$ cat config.mk
export PLATFORM = sky130hd
export DESIGN_NAME = tdc_hit_buffer
export DESIGN_NICKNAME = d
export VERILOG_FILES = /design/src/rtl/tdc_pkg.sv /design/src/rtl/tdc_sync_fifo.sv /design/src/rtl/tdc_hit_buffer.sv
export SDC_FILE = /design/constraint.sdc
export NUM_CORES = 1
export LEC_CHECK = 0
export CAP_MARGIN = 20
export CORE_MARGIN = 5
export CORE_UTILIZATION = 25
export CTS_BUF_LIST = sky130_fd_sc_hd__clkbuf_4 sky130_fd_sc_hd__clkbuf_8
export DETAILED_ROUTE_END_ITERATION = 10
export HOLD_SLACK_MARGIN = 0.06
export PLACE_DENSITY = 0.43
export SLEW_MARGIN = 30
export SYNTH_ARGS = -nofsm -noshare
export SYNTH_HDL_FRONTEND = slang
export SYNTH_SLANG_ARGS = --single-unit
$ cat constraint.sdc
create_clock -name clk300 -period 8 [get_ports clk300]
set_input_delay 2.4 -clock clk300 [delete_from_list [all_inputs] [get_ports clk300]]
set_output_delay 2.4 -clock clk300 [all_outputs]
set_load 0.02 [all_outputs]
$ cat src/rtl/tdc_pkg.sv
// Shared widths and the hit record layout for the TDC readout buffer.
package tdc_pkg;

    localparam int TDC_W_DEF = 12;
    localparam int BC_W_DEF  = 7;
    localparam int OVF_W_DEF = 8;

    typedef struct packed {
        logic [BC_W_DEF-1:0]  bc_tag;
        logic [TDC_W_DEF-1:0] tdc_value;
    } hit_t;

endpackage

$ cat src/rtl/tdc_sync_fifo.sv
// Generic single-clock FIFO with registered read data, one-cycle read valid,
// registered occupancy and full/empty flags derived from wrap-bit pointers.
module tdc_sync_fifo #(
    parameter int DEPTH = 16,
    parameter int W     = 19
) (
    input  logic                       clk,
    input  logic                       rst_n,
    input  logic                       wr_en,
    input  logic [W-1:0]               wr_data,
    input  logic                       rd_en,
    output logic [W-1:0]               rd_data,
    output logic                       rd_valid,
    output logic                       empty,
    output logic                       full,
    output logic [$clog2(DEPTH):0]     count,
    output logic                       wr_drop
);

    localparam int AW = $clog2(DEPTH);

    logic [W-1:0]  mem_q [DEPTH];
    logic [AW:0]   wr_ptr_q, wr_ptr_d;
    logic [AW:0]   rd_ptr_q, rd_ptr_d;
    logic [AW:0]   count_q, count_d;
    logic          empty_q, empty_d;
    logic          full_q, full_d;
    logic [W-1:0]  rd_data_q, rd_data_d;
    logic          rd_valid_q, rd_valid_d;
    logic          do_rd_s, do_wr_s;

    // A read on a full FIFO frees the slot the simultaneous write lands in.
    always_comb begin
        do_rd_s    = rd_en & ~empty_q;
        do_wr_s    = wr_en & (~full_q | do_rd_s);
        wr_drop    = wr_en & full_q & ~do_rd_s;
        wr_ptr_d   = wr_ptr_q;
        rd_ptr_d   = rd_ptr_q;
        rd_data_d  = rd_data_q;
        rd_valid_d = do_rd_s;
        if (do_wr_s) begin
            wr_ptr_d = wr_ptr_q + {{AW{1'b0}}, 1'b1};
        end else begin
            wr_ptr_d = wr_ptr_q;
        end
        if (do_rd_s) begin
            rd_ptr_d  = rd_ptr_q + {{AW{1'b0}}, 1'b1};
            rd_data_d = mem_q[rd_ptr_q[AW-1:0]];
        end else begin
            rd_ptr_d  = rd_ptr_q;
            rd_data_d = rd_data_q;
        end
        count_d = wr_ptr_d - rd_ptr_d;
        empty_d = (wr_ptr_d == rd_ptr_d);
        full_d  = (wr_ptr_d[AW] != rd_ptr_d[AW]) &&
                  (wr_ptr_d[AW-1:0] == rd_ptr_d[AW-1:0]);
    end

    // Pointer, flag and read-port state.
    always_ff @(posedge clk or negedge rst_n) begin
        if (!rst_n) begin
            wr_ptr_q   <= '0;
            rd_ptr_q   <= '0;
            count_q    <= '0;
            empty_q    <= 1'b1;
            full_q     <= 1'b0;
            rd_data_q  <= '0;
            rd_valid_q <= 1'b0;
        end else begin
            wr_ptr_q   <= wr_ptr_d;
            rd_ptr_q   <= rd_ptr_d;
            count_q    <= count_d;
            empty_q    <= empty_d;
            full_q     <= full_d;
            rd_data_q  <= rd_data_d;
            rd_valid_q <= rd_valid_d;
        end
    end

    // Storage array; contents are don't-care after reset so it has none.
    always_ff @(posedge clk) begin
        if (do_wr_s) begin
            mem_q[wr_ptr_q[AW-1:0]] <= wr_data;
        end
    end

    assign rd_data  = rd_data_q;
    assign rd_valid = rd_valid_q;
    assign empty    = empty_q;
    assign full     = full_q;
    assign count    = count_q;

endmodule

$ cat src/rtl/tdc_hit_buffer.sv
// Readout buffer behind a TDC channel: captures {bc_time, tdc_out} on each
// rising tdc_rdy into a FIFO and keeps a saturating dropped-hit counter.
module tdc_hit_buffer
    import tdc_pkg::*;
#(
    parameter int DEPTH = 16,
    parameter int TDC_W = TDC_W_DEF,
    parameter int BC_W  = BC_W_DEF,
    parameter int OVF_W = OVF_W_DEF
) (
    input  logic                       clk300,
    input  logic                       reset,
    input  logic                       tdc_rdy,
    input  logic [TDC_W-1:0]           tdc_out,
    input  logic [BC_W-1:0]            bc_time,
    input  logic                       rd_req,
    output logic [BC_W+TDC_W-1:0]      rd_data,
    output logic                       rd_valid,
    output logic                       empty,
    output logic                       full,
    output logic [$clog2(DEPTH):0]     fifo_count,
    output logic [OVF_W-1:0]           ovf_cnt,
    input  logic                       clr_stats
);

    localparam logic [OVF_W-1:0] OVF_MAX = {OVF_W{1'b1}};

    logic                    tdc_rdy_q;
    logic                    wr_stb_s;
    logic                    wr_drop_s;
    logic [BC_W+TDC_W-1:0]   wr_entry_s;
    logic [OVF_W-1:0]        ovf_cnt_q, ovf_cnt_d;

    assign wr_stb_s   = tdc_rdy & ~tdc_rdy_q;
    assign wr_entry_s = {bc_time, tdc_out};

    // Edge-detect register; cleared by reset so a held level counts as a new hit.
    always_ff @(posedge clk300 or negedge reset) begin
        if (!reset) begin
            tdc_rdy_q <= 1'b0;
        end else begin
            tdc_rdy_q <= tdc_rdy;
        end
    end

    tdc_sync_fifo #(
        .DEPTH (DEPTH),
        .W     (BC_W + TDC_W)
    ) u_fifo (
        .clk      (clk300),
        .rst_n    (reset),
        .wr_en    (wr_stb_s),
        .wr_data  (wr_entry_s),
        .rd_en    (rd_req),
        .rd_data  (rd_data),
        .rd_valid (rd_valid),
        .empty    (empty),
        .full     (full),
        .count    (fifo_count),
        .wr_drop  (wr_drop_s)
    );

    // Clear takes priority over a coincident overflow.
    always_comb begin
        ovf_cnt_d = ovf_cnt_q;
        if (clr_stats) begin
            ovf_cnt_d = {OVF_W{1'b0}};
        end else if (wr_drop_s && (ovf_cnt_q != OVF_MAX)) begin
            ovf_cnt_d = ovf_cnt_q + {{(OVF_W-1){1'b0}}, 1'b1};
        end else begin
            ovf_cnt_d = ovf_cnt_q;
        end
    end

    // Overflow statistics register.
    always_ff @(posedge clk300 or negedge reset) begin
        if (!reset) begin
            ovf_cnt_q <= {OVF_W{1'b0}};
        end else begin
            ovf_cnt_q <= ovf_cnt_d;
        end
    end

    assign ovf_cnt = ovf_cnt_q;

endmodule

==> impl_metrics.env, run 1 <==
export IMPL_clkTransAtPathRegs_ns=0.06
export IMPL_cts_buffers=58
export IMPL_worstReg2RegStart="u_fifo.rd_ptr_q[0]"
export IMPL_ant_nets=0
export IMPL_synth_seq_cells=350
export IMPL_routedWlPerCell_um=21.82
export IMPL_fp_dieW_um=241.5
export IMPL_ioPinCount=59
export IMPL_die_h_um=241.5
export IMPL_met1Wirelength_um=15620
export IMPL_grt_overflow_total=0
export IMPL_cts_htree_levels=2
export IMPL_min_to="u_fifo.rd_data[10]"
export IMPL_worst_path_largest_cell_delay_ns=0.76
export IMPL_synth_flop_cell="edfxtp_1"
export IMPL_grt_pass1_wl_um=48240
export IMPL_viasPerCell=4.363
export IMPL_synth_edff_count=304
export IMPL_cts_sinks=350
export IMPL_clk_latency_ns=0.65
export IMPL_drt_pass1_iterations=4
export IMPL_rrSetupSlack_ns=4.62
export IMPL_drc=0
export IMPL_dp_hpwl_um=17970
export IMPL_cts_root_buf="clkbuf_8"
export IMPL_crit_arrival_ns=5.17
export IMPL_highest_layer="met4"
export IMPL_gr_usage_all_layers_pct=11.05
export IMPL_syn_nets=686
export IMPL_die_area_um2=58340
export IMPL_clock_skew_final_ns=0.03151
export IMPL_rsz0062_at_grt="false"
export IMPL_syn_cell_area_um2=13400
export IMPL_r2r_end="u_fifo.count[4]"
export IMPL_cts_tree="done"
export IMPL_first_iter_violations=394
export IMPL_power_total_w=0.005439
export IMPL_relSlewSlack_pct=37.61
export IMPL_path_buf_inv=3
export IMPL_hp_class="flip-flop to flip-flop"
export IMPL_worstHoldStart="u_fifo.rd_data[10]"
export IMPL_syn_instance_count=652
export IMPL_crit_path_cell_trace="clkdlybuf4s50_1, nand2b_2, buf_4, a21oi_1, nand2_1, nor3_2, buf_4"
export IMPL_wl_met2_um=14860
export IMPL_antenna_found_initial=1
export IMPL_area_growth_pct=20.05
export IMPL_worstSetupPathType="input port to flip-flop"
export IMPL_final_seq_area_um2=10290
export IMPL_met3WireLength_um=1496
export IMPL_hold_viol_final=0
export IMPL_synth_top_cell_by_area="edfxtp_1"
export IMPL_fillers=5124
export IMPL_path_max_fanout=44
export IMPL_yosysWarnings=0
export IMPL_fmax_mhz=206.0
export IMPL_io_buffers=58
export IMPL_fin_crit_sh_pct=60.69
export IMPL_ys_seq_area_share_pct=76.71
export IMPL_max_cap_viol_count=0
export IMPL_synthDominantCellAreaShare_pct=68.11
export IMPL_start_util_pct=25.35
export IMPL_final_common_cell="edfxtp_1"
export IMPL_crit_top_cell="buf_4"
export IMPL_grt_max_degree=47
export IMPL_gp_congestion=0.6759
export IMPL_final_nets=794
export IMPL_worstPathRequired_ns=8.31
export IMPL_cts_resized=0
export IMPL_core_area_um2=52870
export IMPL_critical_path_slowest_cell="nor3_2"
export IMPL_p_per_area_nw_per_um2=338.0
export IMPL_status="completed"
export IMPL_synth_distinct_cells=37
export IMPL_ir_drop_mv=0.1445
export IMPL_p_leak_nw=5.194
export IMPL_first_global_vias=6968
export IMPL_syn_avg_cell_area_um2=20.56
export IMPL_start_kind="input port"
export IMPL_endpoint_kind="flip-flop"
export IMPL_finalMaxSlewViolations=0
export IMPL_postCtsHoldBufs=0
export IMPL_post_route_util_pct=30.44
export IMPL_synth_async_sr_flop_share_pct=13.14
export IMPL_worst_slew_pin_slew_ns=0.9308
export IMPL_layout_drive_gt1_share_pct=26.80
export IMPL_max_clock_path_buffers=3
export IMPL_num_vias=6523
export IMPL_setup_viol=0
export IMPL_ff2ff_path_depth=9
export IMPL_fin_crit_ns=4.855
export IMPL_min_path_cells=2
export IMPL_ys_top_cells_by_area="edfxtp_1 68%, mux4_2 13%, dfrtp_1 8.4%"
export IMPL_postCtsSetupRepairBufs=0
export IMPL_final_setup_tns_ns=0
export IMPL_totalWireLength_um=32620
export IMPL_num_rows=84
export IMPL_critPathTopFamily="buffers and inverters"
export IMPL_final_cell_mix="304 x edfxtp_1, 76 x mux4_2, 63 x clkbuf_8, 57 x clkdlybuf4s50_1, 43 x dfrtp_1"
export IMPL_multi_input_area_um2=2977
export IMPL_crit_start="rd_req"
-- flip-flops by register name, summed over array words and instances, names as in the netlist --
signal and count:
ovf_cnt 8, tdc_rdy_q 1, u_fifo.count 5, u_fifo.empty 1
u_fifo.full 1, u_fifo.mem_q 304, u_fifo.rd_data 19, u_fifo.rd_ptr_q 5
u_fifo.rd_valid 1, u_fifo.wr_ptr_q 5
-- kinds of logic after synthesis --
logic type / Yosys count / synth area share [%]
fa+ha+maj: 11 / 1.064
simple gates: 82 / 2.782
buf+inv: 47 / 1.587
mux: 76 / 12.77
xor+xnor: 19 / 1.242
compound gates: 67 / 3.846
flops: 350 / 76.71
-- Yosys cell counts, types with 3 or more instances --
library cell / n
a221oi_1: 19
xnor2_1: 13
buf_1: 4
buf_2: 12
a21oi_1: 3
nor3_1: 8
clkbuf_1: 15
a22o_1: 19
o21ai_1: 19
buf_4: 3
nand2_1: 32
nand4_1: 4
mux4_2: 76
nand3_1: 4
nor2_1: 21
inv_1: 11
edfxtp_1: 304
nor2b_1: 3
xor2_1: 6
ha_1: 9
dfrtp_1: 45
nand2b_1: 3
-- area by class of cell --
| class | instances | area share [%] |
|---|---|---|
| Sequential cell | 350 | 63.94 |
| Multi-Input combinational cell | 255 | 18.50 |
| Clock buffer | 79 | 6.135 |
| Tap cell | 688 | 5.350 |
| Timing Repair Buffer | 83 | 4.743 |
| Clock inverter | 27 | 1.019 |
| Inverter | 12 | 0.2955 |
| Antenna cell | 1 | 0.01555 |
-- tightest hold or removal path: stages, from the launching register on --
cell and delay (ns):
dfrtp_1 0.34, nand2_1 0.05, o21ai_1 0.06
-- power breakdown --
part / leakage [nW] / internal (W) / switching [W]
registers: 3.31 / 0.00217 / 0.000198
logic: 1.28 / 0.000712 / 0.000807
clock network: 0.605 / 0.000833 / 0.000720
-- routing by layer --
layer,up-vias,GRT usage [%]
li1,2881,-
met1,3448,15.79
met2,144,17.00
met3,50,2.361
met4,0,3.424
met5,-,0
-- through the flow --
| stage | setup slack (ns) | instance area, um^2 | cells | hold WS [ns] |
|---|---|---|---|---|
| 2_1_floorplan | 3.094 | 13400 | 652 | 0.4770 |
| 3_3_place_gp | 2.444 | 14920 | 1388 | 0.4713 |
| 3_5_place_dp | 2.476 | 14930 | 1388 | 0.4783 |
| 4_1_cts | 3.150 | 16080 | 1494 | 0.4945 |
| 5_1_grt | 2.982 | 16090 | 1495 | 0.5107 |
| 6_report | 3.145 | 16090 | 1495 | 0.4837 |
-- worst max-delay path by stage --
| stage | to | slack (ns) | depth (start not counted) |
|---|---|---|---|
| after global placement | u_fifo.mem_q[2][2] | 2.44 | 7 |
| after CTS | u_fifo.mem_q[1][18] | 3.15 | 7 |
| after floorplan | u_fifo.mem_q[3][0] | 3.09 | 5 |
| after detailed placement | u_fifo.mem_q[1][18] | 2.48 | 7 |
| after global routing | u_fifo.mem_q[0][0] | 2.98 | 7 |
| final | u_fifo.mem_q[0][5] | 3.15 | 7 |
No activity file was read; power rests on OpenSTA's default activity.
==> inputs of run 2 (changes only) <==
==> constraint.sdc (replaced) <==
create_clock -name clk300 -period 4.6 [get_ports clk300]
set_input_delay 1.38 -clock clk300 [delete_from_list [all_inputs] [get_ports clk300]]
set_output_delay 1.38 -clock clk300 [all_outputs]
set_load 0.02 [all_outputs]
==> run 2 against run 1 <==
Utilization increased by 0.45 points. Final area increased by 1.5%. Sequential share of layout area decreased by 0.93 points. Register-to-register slack got worse by 2.8 ns. First-iteration DRC count increased by 4.8%. Die area unchanged. Count of clock-buffer cells in the layout increased by 1. Worst setup slack got worse by 1.9 ns. Combinational power increased by 74%. Critical endpoint is now u_fifo.count[4].
==> impl_metrics.env, run 2 (synthesis gave the netlist of run 1 again) <==
export IMPL_drt_pass1_iterations=4
export IMPL_fp_dieW_um=241.5
export IMPL_min_path_cells=2
export IMPL_crit_path_cell_trace="clkdlybuf4s50_1, nand2b_1, a21oi_1, buf_4, nand2_1, xnor2_1, ha_1, a21o_1, maj3_1, xnor2_1"
export IMPL_p_clk_share_pct=30.9
export IMPL_dp_cells=1401
export IMPL_pwr_share_seq_pct=42.1
export IMPL_endpoint_kind="flip-flop"
export IMPL_fmax_mhz=296.3
export IMPL_area_growth_pct=21.83
export IMPL_finalMaxSlewViolations=0
export IMPL_drc=0
export IMPL_multi_input_area_um2=2964
export IMPL_postCtsSetupRepairBufs=0
export IMPL_worstReg2RegStart="u_fifo.rd_ptr_q[0]"
export IMPL_clkTransAtPathRegs_ns=0.06
export IMPL_gp_congestion=0.7060
export IMPL_preCtsSetupSlack_ns=0.5731
export IMPL_crit_start="tdc_rdy"
export IMPL_viasPerCell=4.392
export IMPL_ff2ff_path_depth=5
export IMPL_grt_busiest_layer="met2"
export IMPL_final_common_cell="edfxtp_1"
export IMPL_worstHoldStart="u_fifo.rd_data[11]"
export IMPL_final_setup_tns_ns=0
export IMPL_clk_latency_ns=0.67
export IMPL_postCtsHoldBufs=0
export IMPL_ant_nets=0
export IMPL_worstSetupPathType="input port to flip-flop"
export IMPL_met1_usage_pct=15.11
export IMPL_first_iter_violations=413
export IMPL_fillers=5107
export IMPL_max_cap_viol_count=0
export IMPL_fin_crit_sh_pct=73.37
export IMPL_status="completed"
export IMPL_num_rows=84
export IMPL_gr_usage_all_layers_pct=11.29
export IMPL_cts_resized=0
export IMPL_fin_cells=1514
export IMPL_io_buffers=58
export IMPL_antenna_found_initial=2
export IMPL_start_util_pct=25.35
export IMPL_grt_pass1_wl_um=49110
export IMPL_layout_drive_gt1_share_pct=28.88
export IMPL_critPathTopFamily="adder cells"
export IMPL_max_clock_path_buffers=3
export IMPL_final_nets=809
export IMPL_start_kind="input port"
export IMPL_min_to="u_fifo.rd_data[11]"
export IMPL_power_switching_w=0.003053
export IMPL_path_max_fanout=6
export IMPL_grt_overflow_total=0
export IMPL_totalWireLength_um=33200
export IMPL_critical_path_slowest_cell="clkdlybuf4s50_1"
export IMPL_crit_top_cell="xnor2_1"
export IMPL_die_area_um2=58340
export IMPL_p_int_w=0.006745
export IMPL_met3_usage_pct=2.416
export IMPL_crit_arrival_ns=3.90
export IMPL_worstPathRequired_ns=5.13
export IMPL_postLayoutSetupSlackWorst_ns=1.225
export IMPL_cts_root_buf="clkbuf_8"
export IMPL_cts_htree_levels=2
export IMPL_grt_max_degree=47
export IMPL_ioPinCount=59
export IMPL_hold_viol_final=0
export IMPL_cts_buffers=60
export IMPL_met2_usage_pct=18.28
export IMPL_core_area_um2=52870
export IMPL_final_seq_area_um2=10290
export IMPL_worst_slew_pin_slew_ns=0.7992
export IMPL_r2r_end="u_fifo.rd_data[18]"
export IMPL_cts_tree="done"
export IMPL_cts_sinks=350
export IMPL_clock_skew_final_ns=0.01956
export IMPL_num_vias=6649
export IMPL_p_per_area_nw_per_um2=600.0
export IMPL_rsz0062_at_grt="false"
export IMPL_first_global_vias=7264
export IMPL_final_cell_mix="304 x edfxtp_1, 76 x mux4_2, 65 x clkbuf_8, 57 x clkdlybuf4s50_1, 43 x dfrtp_1"
export IMPL_hp_class="flip-flop to flip-flop"
export IMPL_p_leak_nw=5.336
export IMPL_relSlewSlack_pct=46.72
export IMPL_worst_path_largest_cell_delay_ns=0.48
export IMPL_routedWlPerCell_um=21.93
export IMPL_sw_frac_of_total_pct=31.16
export IMPL_largest_reg_flops=304
export IMPL_p_comb_share_pct=27.1
export IMPL_dp_hpwl_um=18990
export IMPL_setup_viol=0
export IMPL_rrSetupSlack_ns=1.78
export IMPL_ir_drop_mv=0.2225
export IMPL_die_h_um=241.5
export IMPL_fin_crit_ns=3.375
export IMPL_path_buf_inv=2
[run 2: cell types whose count changed in the layout (fill, tap and decap cells not counted), sizes merged]
cell,previous run,this run
diode,1,2
buf,26,39
bufinv,1,5
inv,12,14
clkbuf,79,80
clkinv,25,23
[run 2: layout make-up]
class	instances	area share, %
Multi-Input combinational cell	255	18.15
Inverter	12	0.2912
Clock buffer	80	6.169
Antenna cell	2	0.03065
Timing Repair Buffer	96	5.272
Sequential cell	350	63.01
Tap cell	688	5.272
Clock inverter	31	1.801
[run 2: metal layers]
metal / part of all wire, % / vias to the layer above / routed length (um)
met3: 4.1 / 58 / 1375
met2: 47 / 135 / 15660
met1: 46 / 3537 / 15370
met5: 0 / - / 0
li1: - / 2919 / -
met4: 2.4 / 0 / 804
[run 2: tightest hold or removal path, cell delays in order (launching register included)]
cell	delay [ns]
dfrtp_1	0.35
nand2_1	0.05
o21ai_1	0.06
[run 2: metrics by stage]
| step | utilization, % | hold WS (ns) | area (um^2) | power (W) |
|---|---|---|---|---|
| global placement | 28.42 | 0.4744 | 15020 | 0.006929 |
| floorplan | - | 0.4770 | 13400 | 0.005845 |
| finish | 30.89 | 0.4940 | 16330 | 0.009798 |
| CTS | 30.88 | 0.4980 | 16320 | 0.01000 |
| global route | 30.88 | 0.5199 | 16330 | 0.01034 |
| detailed placement | 28.42 | 0.4840 | 15020 | 0.006920 |
[run 2: power groups by stage]
stage | Sequential (W) | Combinational (W) | Clock, W
global route | 0.00418 | 0.00289 | 0.00327
CTS | 0.00415 | 0.00272 | 0.00314
global placement | 0.00421 | 0.00272 | 0
floorplan | 0.00407 | 0.00178 | 0
finish | 0.00412 | 0.00265 | 0.00302
detailed placement | 0.00421 | 0.00271 | 0
[run 2: how the worst max path moves through the flow]
stage          depth (start not counted)                 end  slack (ns)
2_1_floorplan                          5  u_fifo.mem_q[3][0]        0.71
3_5_place_dp                          10     u_fifo.count[4]        0.57
5_1_grt                               10     u_fifo.count[4]        1.05
3_3_place_gp                          10     u_fifo.count[4]        0.63
6_report                              10     u_fifo.count[4]        1.22
4_1_cts                               10     u_fifo.count[4]        1.27
==> inputs of run 3 (changes only) <==
--- a/config.mk
+++ b/config.mk
@@ -11,7 +11,7 @@
 export CTS_BUF_LIST = sky130_fd_sc_hd__clkbuf_4 sky130_fd_sc_hd__clkbuf_8
 export DETAILED_ROUTE_END_ITERATION = 10
 export HOLD_SLACK_MARGIN = 0.06
-export PLACE_DENSITY = 0.43
+export PLACE_DENSITY = 0.44
 export SLEW_MARGIN = 30
 export SYNTH_ARGS = -nofsm -noshare
 export SYNTH_HDL_FRONTEND = slang
==> constraint.sdc (replaced) <==
create_clock -name clk300 -period 2.75 [get_ports clk300]
set_input_delay 0.825 -clock clk300 [delete_from_list [all_inputs] [get_ports clk300]]
set_output_delay 0.825 -clock clk300 [all_outputs]
set_load 0.02 [all_outputs]
==> run 3 against run 2 <==
Sequential share of layout area down 1.7 points. Clock skew up 0.0040 ns. Largest cell class unchanged. Clock power up 55%. Die area unchanged. Utilization up 0.85 points. Total power up 69%. Combinational power up 100%. Sequential cell count unchanged.
==> impl_metrics.env, run 3 (synthesis gave the netlist of run 1 again) <==
export IMPL_status="completed"
export IMPL_dp_cells=1430
export IMPL_final_common_cell="edfxtp_1"
export IMPL_cts_buffers=57
export IMPL_totalWireLength_um=32800
export IMPL_start_kind="flip-flop"
export IMPL_max_cap_viol_count=0
export IMPL_crit_arrival_ns=1.75
export IMPL_pwr_share_seq_pct=39.8
export IMPL_p_leak_nw=5.531
export IMPL_finalMaxSlewViolations=0
export IMPL_sw_frac_of_total_pct=30.71
export IMPL_num_rows=84
export IMPL_max_clock_path_buffers=3
export IMPL_worstSetupPathType="flip-flop to output pin"
export IMPL_grt_overflow_total=0
export IMPL_gp_congestion=0.7214
export IMPL_gr_usage_all_layers_pct=11.15
export IMPL_p_per_area_nw_per_um2=988.1
export IMPL_worstPathRequired_ns=1.93
export IMPL_dp_hpwl_um=19880
export IMPL_rsz0062_at_grt="false"
export IMPL_routedWlPerCell_um=21.32
export IMPL_final_setup_tns_ns=0
export IMPL_largest_reg_flops=304
export IMPL_fp_dieW_um=241.5
export IMPL_endpoint_kind="output pin"
export IMPL_p_clk_share_pct=28.3
export IMPL_ioPinCount=59
export IMPL_worst_slew_pin_slew_ns=0.7552
export IMPL_hp_class="input port to async pin"
export IMPL_num_vias=6644
export IMPL_fmax_mhz=388.0
export IMPL_cts_tree="done"
export IMPL_cts_root_buf="clkbuf_8"
export IMPL_p_int_w=0.01149
export IMPL_drt_pass1_iterations=4
export IMPL_path_buf_inv=1
export IMPL_first_global_vias=7211
export IMPL_path_max_fanout=2
export IMPL_clk_latency_ns=0.64
export IMPL_fin_cells=1538
export IMPL_critical_path_slowest_cell="clkdlybuf4s50_1"
export IMPL_layout_drive_gt1_share_pct=32.39
export IMPL_cts_htree_levels=2
export IMPL_die_area_um2=58340
export IMPL_timing_hold_ws_ns=0.2309
export IMPL_first_iter_violations=403
export IMPL_antenna_found_initial=1
export IMPL_grt_max_degree=41
export IMPL_clkTransAtPathRegs_ns=0.06
export IMPL_fin_crit_sh_pct=93.73
export IMPL_critPathTopFamily="buffers and inverters"
export IMPL_grt_pass1_wl_um=49170
export IMPL_p_comb_share_pct=31.9
export IMPL_ir_drop_mv=0.3533
export IMPL_clock_skew_final_ns=0.02360
export IMPL_cts_sinks=350
export IMPL_setup_viol=0
export IMPL_die_h_um=241.5
export IMPL_drc=0
export IMPL_worst_path_largest_cell_delay_ns=0.59
export IMPL_relSlewSlack_pct=49.60
export IMPL_crit_path_cell_trace="clkdlybuf4s50_1"
export IMPL_ant_nets=0
export IMPL_io_buffers=58
export IMPL_viasPerCell=4.320
export IMPL_fin_crit_ns=2.578
export IMPL_power_switching_w=0.005090
export IMPL_core_area_um2=52870
export IMPL_start_util_pct=25.35
export IMPL_area_growth_pct=25.17
export IMPL_final_nets=835
export IMPL_final_cell_mix="304 x edfxtp_1, 76 x mux4_2, 62 x clkbuf_8, 57 x clkdlybuf4s50_1, 44 x buf_4"
export IMPL_hold_viol_final=0
-- run 3: cell types whose count changed in the layout (fill, tap and decap cells not counted), moves of 3 or more --
cell       change
bufinv_16      -3
nor3_4         +4
clkbuf_8       -3
clkinv_1       -7
clkbuf_4      +12
nor3_2         -4
buf_12        +23
buf_4          +6
-- run 3: what timing repair did --
| item | CTS | global route |
|---|---|---|
| buffers inserted | 0 | 0 |
| endpoints found under the setup margin | 1 | 0 |
| gates resized for setup | 1 | 0 |
| hold buffers | 0 | 0 |
-- run 3: power by group through the flow --
stage / Sequential [W] / Clock [W] / Combinational, W
3_5_place_dp: 0.00670 / 0 / 0.00543
3_3_place_gp: 0.00670 / 0 / 0.00541
4_1_cts: 0.00660 / 0.00487 / 0.00543
5_1_grt: 0.00664 / 0.00512 / 0.00574
2_1_floorplan: 0.00681 / 0 / 0.00302
6_report: 0.00660 / 0.00469 / 0.00529
-- run 3: cell type report --
class | instances | area (um^2)
fill | 5074 | 36090
sequential | 350 | 10290
multi-input combinational | 255 | 3018
timing repair buffer | 125 | 1366
clock buffer | 89 | 1056
tap | 688 | 860.8
clock inverter | 18 | 135.1
inverter | 12 | 47.55
antenna | 1 | 2.502
-- run 3: path summary, 6_finish.rpt --
kind	startpoint	to	slack, ns	cells past startpoint
max	u_fifo.empty	empty	0.17	1
min	reset	ovf_cnt[4]	0.23	1
max reg2reg	u_fifo.empty	u_fifo.count[4]	0.37	9
min reg2reg	u_fifo.rd_data[12]	u_fifo.rd_data[12]	0.48	2
max in group asynchronous	reset	u_fifo.rd_data[11]	1.91	2
min in group clk300	u_fifo.rd_data[12]	u_fifo.rd_data[12]	0.48	2
-- run 3: routing by layer --
layer  wire length (um)  part of all wire [%]  GRT usage [%]  up-vias
li1                   -                     -              -     2972
met3               1624                   5.0          2.769       49
met5                  0                     0              0        -
met4                636                   1.9          3.206        0
met2              15420                    47          17.81      144
met1              15120                    46          15.24     3479
-- run 3: per-stage QoR --
step	worst slack [ns]	total power, W	util (%)	cell area [um^2]
finish	0.1724	0.01658	31.73	16780
global route	0.07418	0.01750	31.73	16780
CTS	0.09345	0.01691	31.73	16770
detailed placement	-0.4371	0.01213	29.47	15580
global placement	-0.3971	0.01211	29.47	15580
floorplan	0.03430	0.009828	-	13460
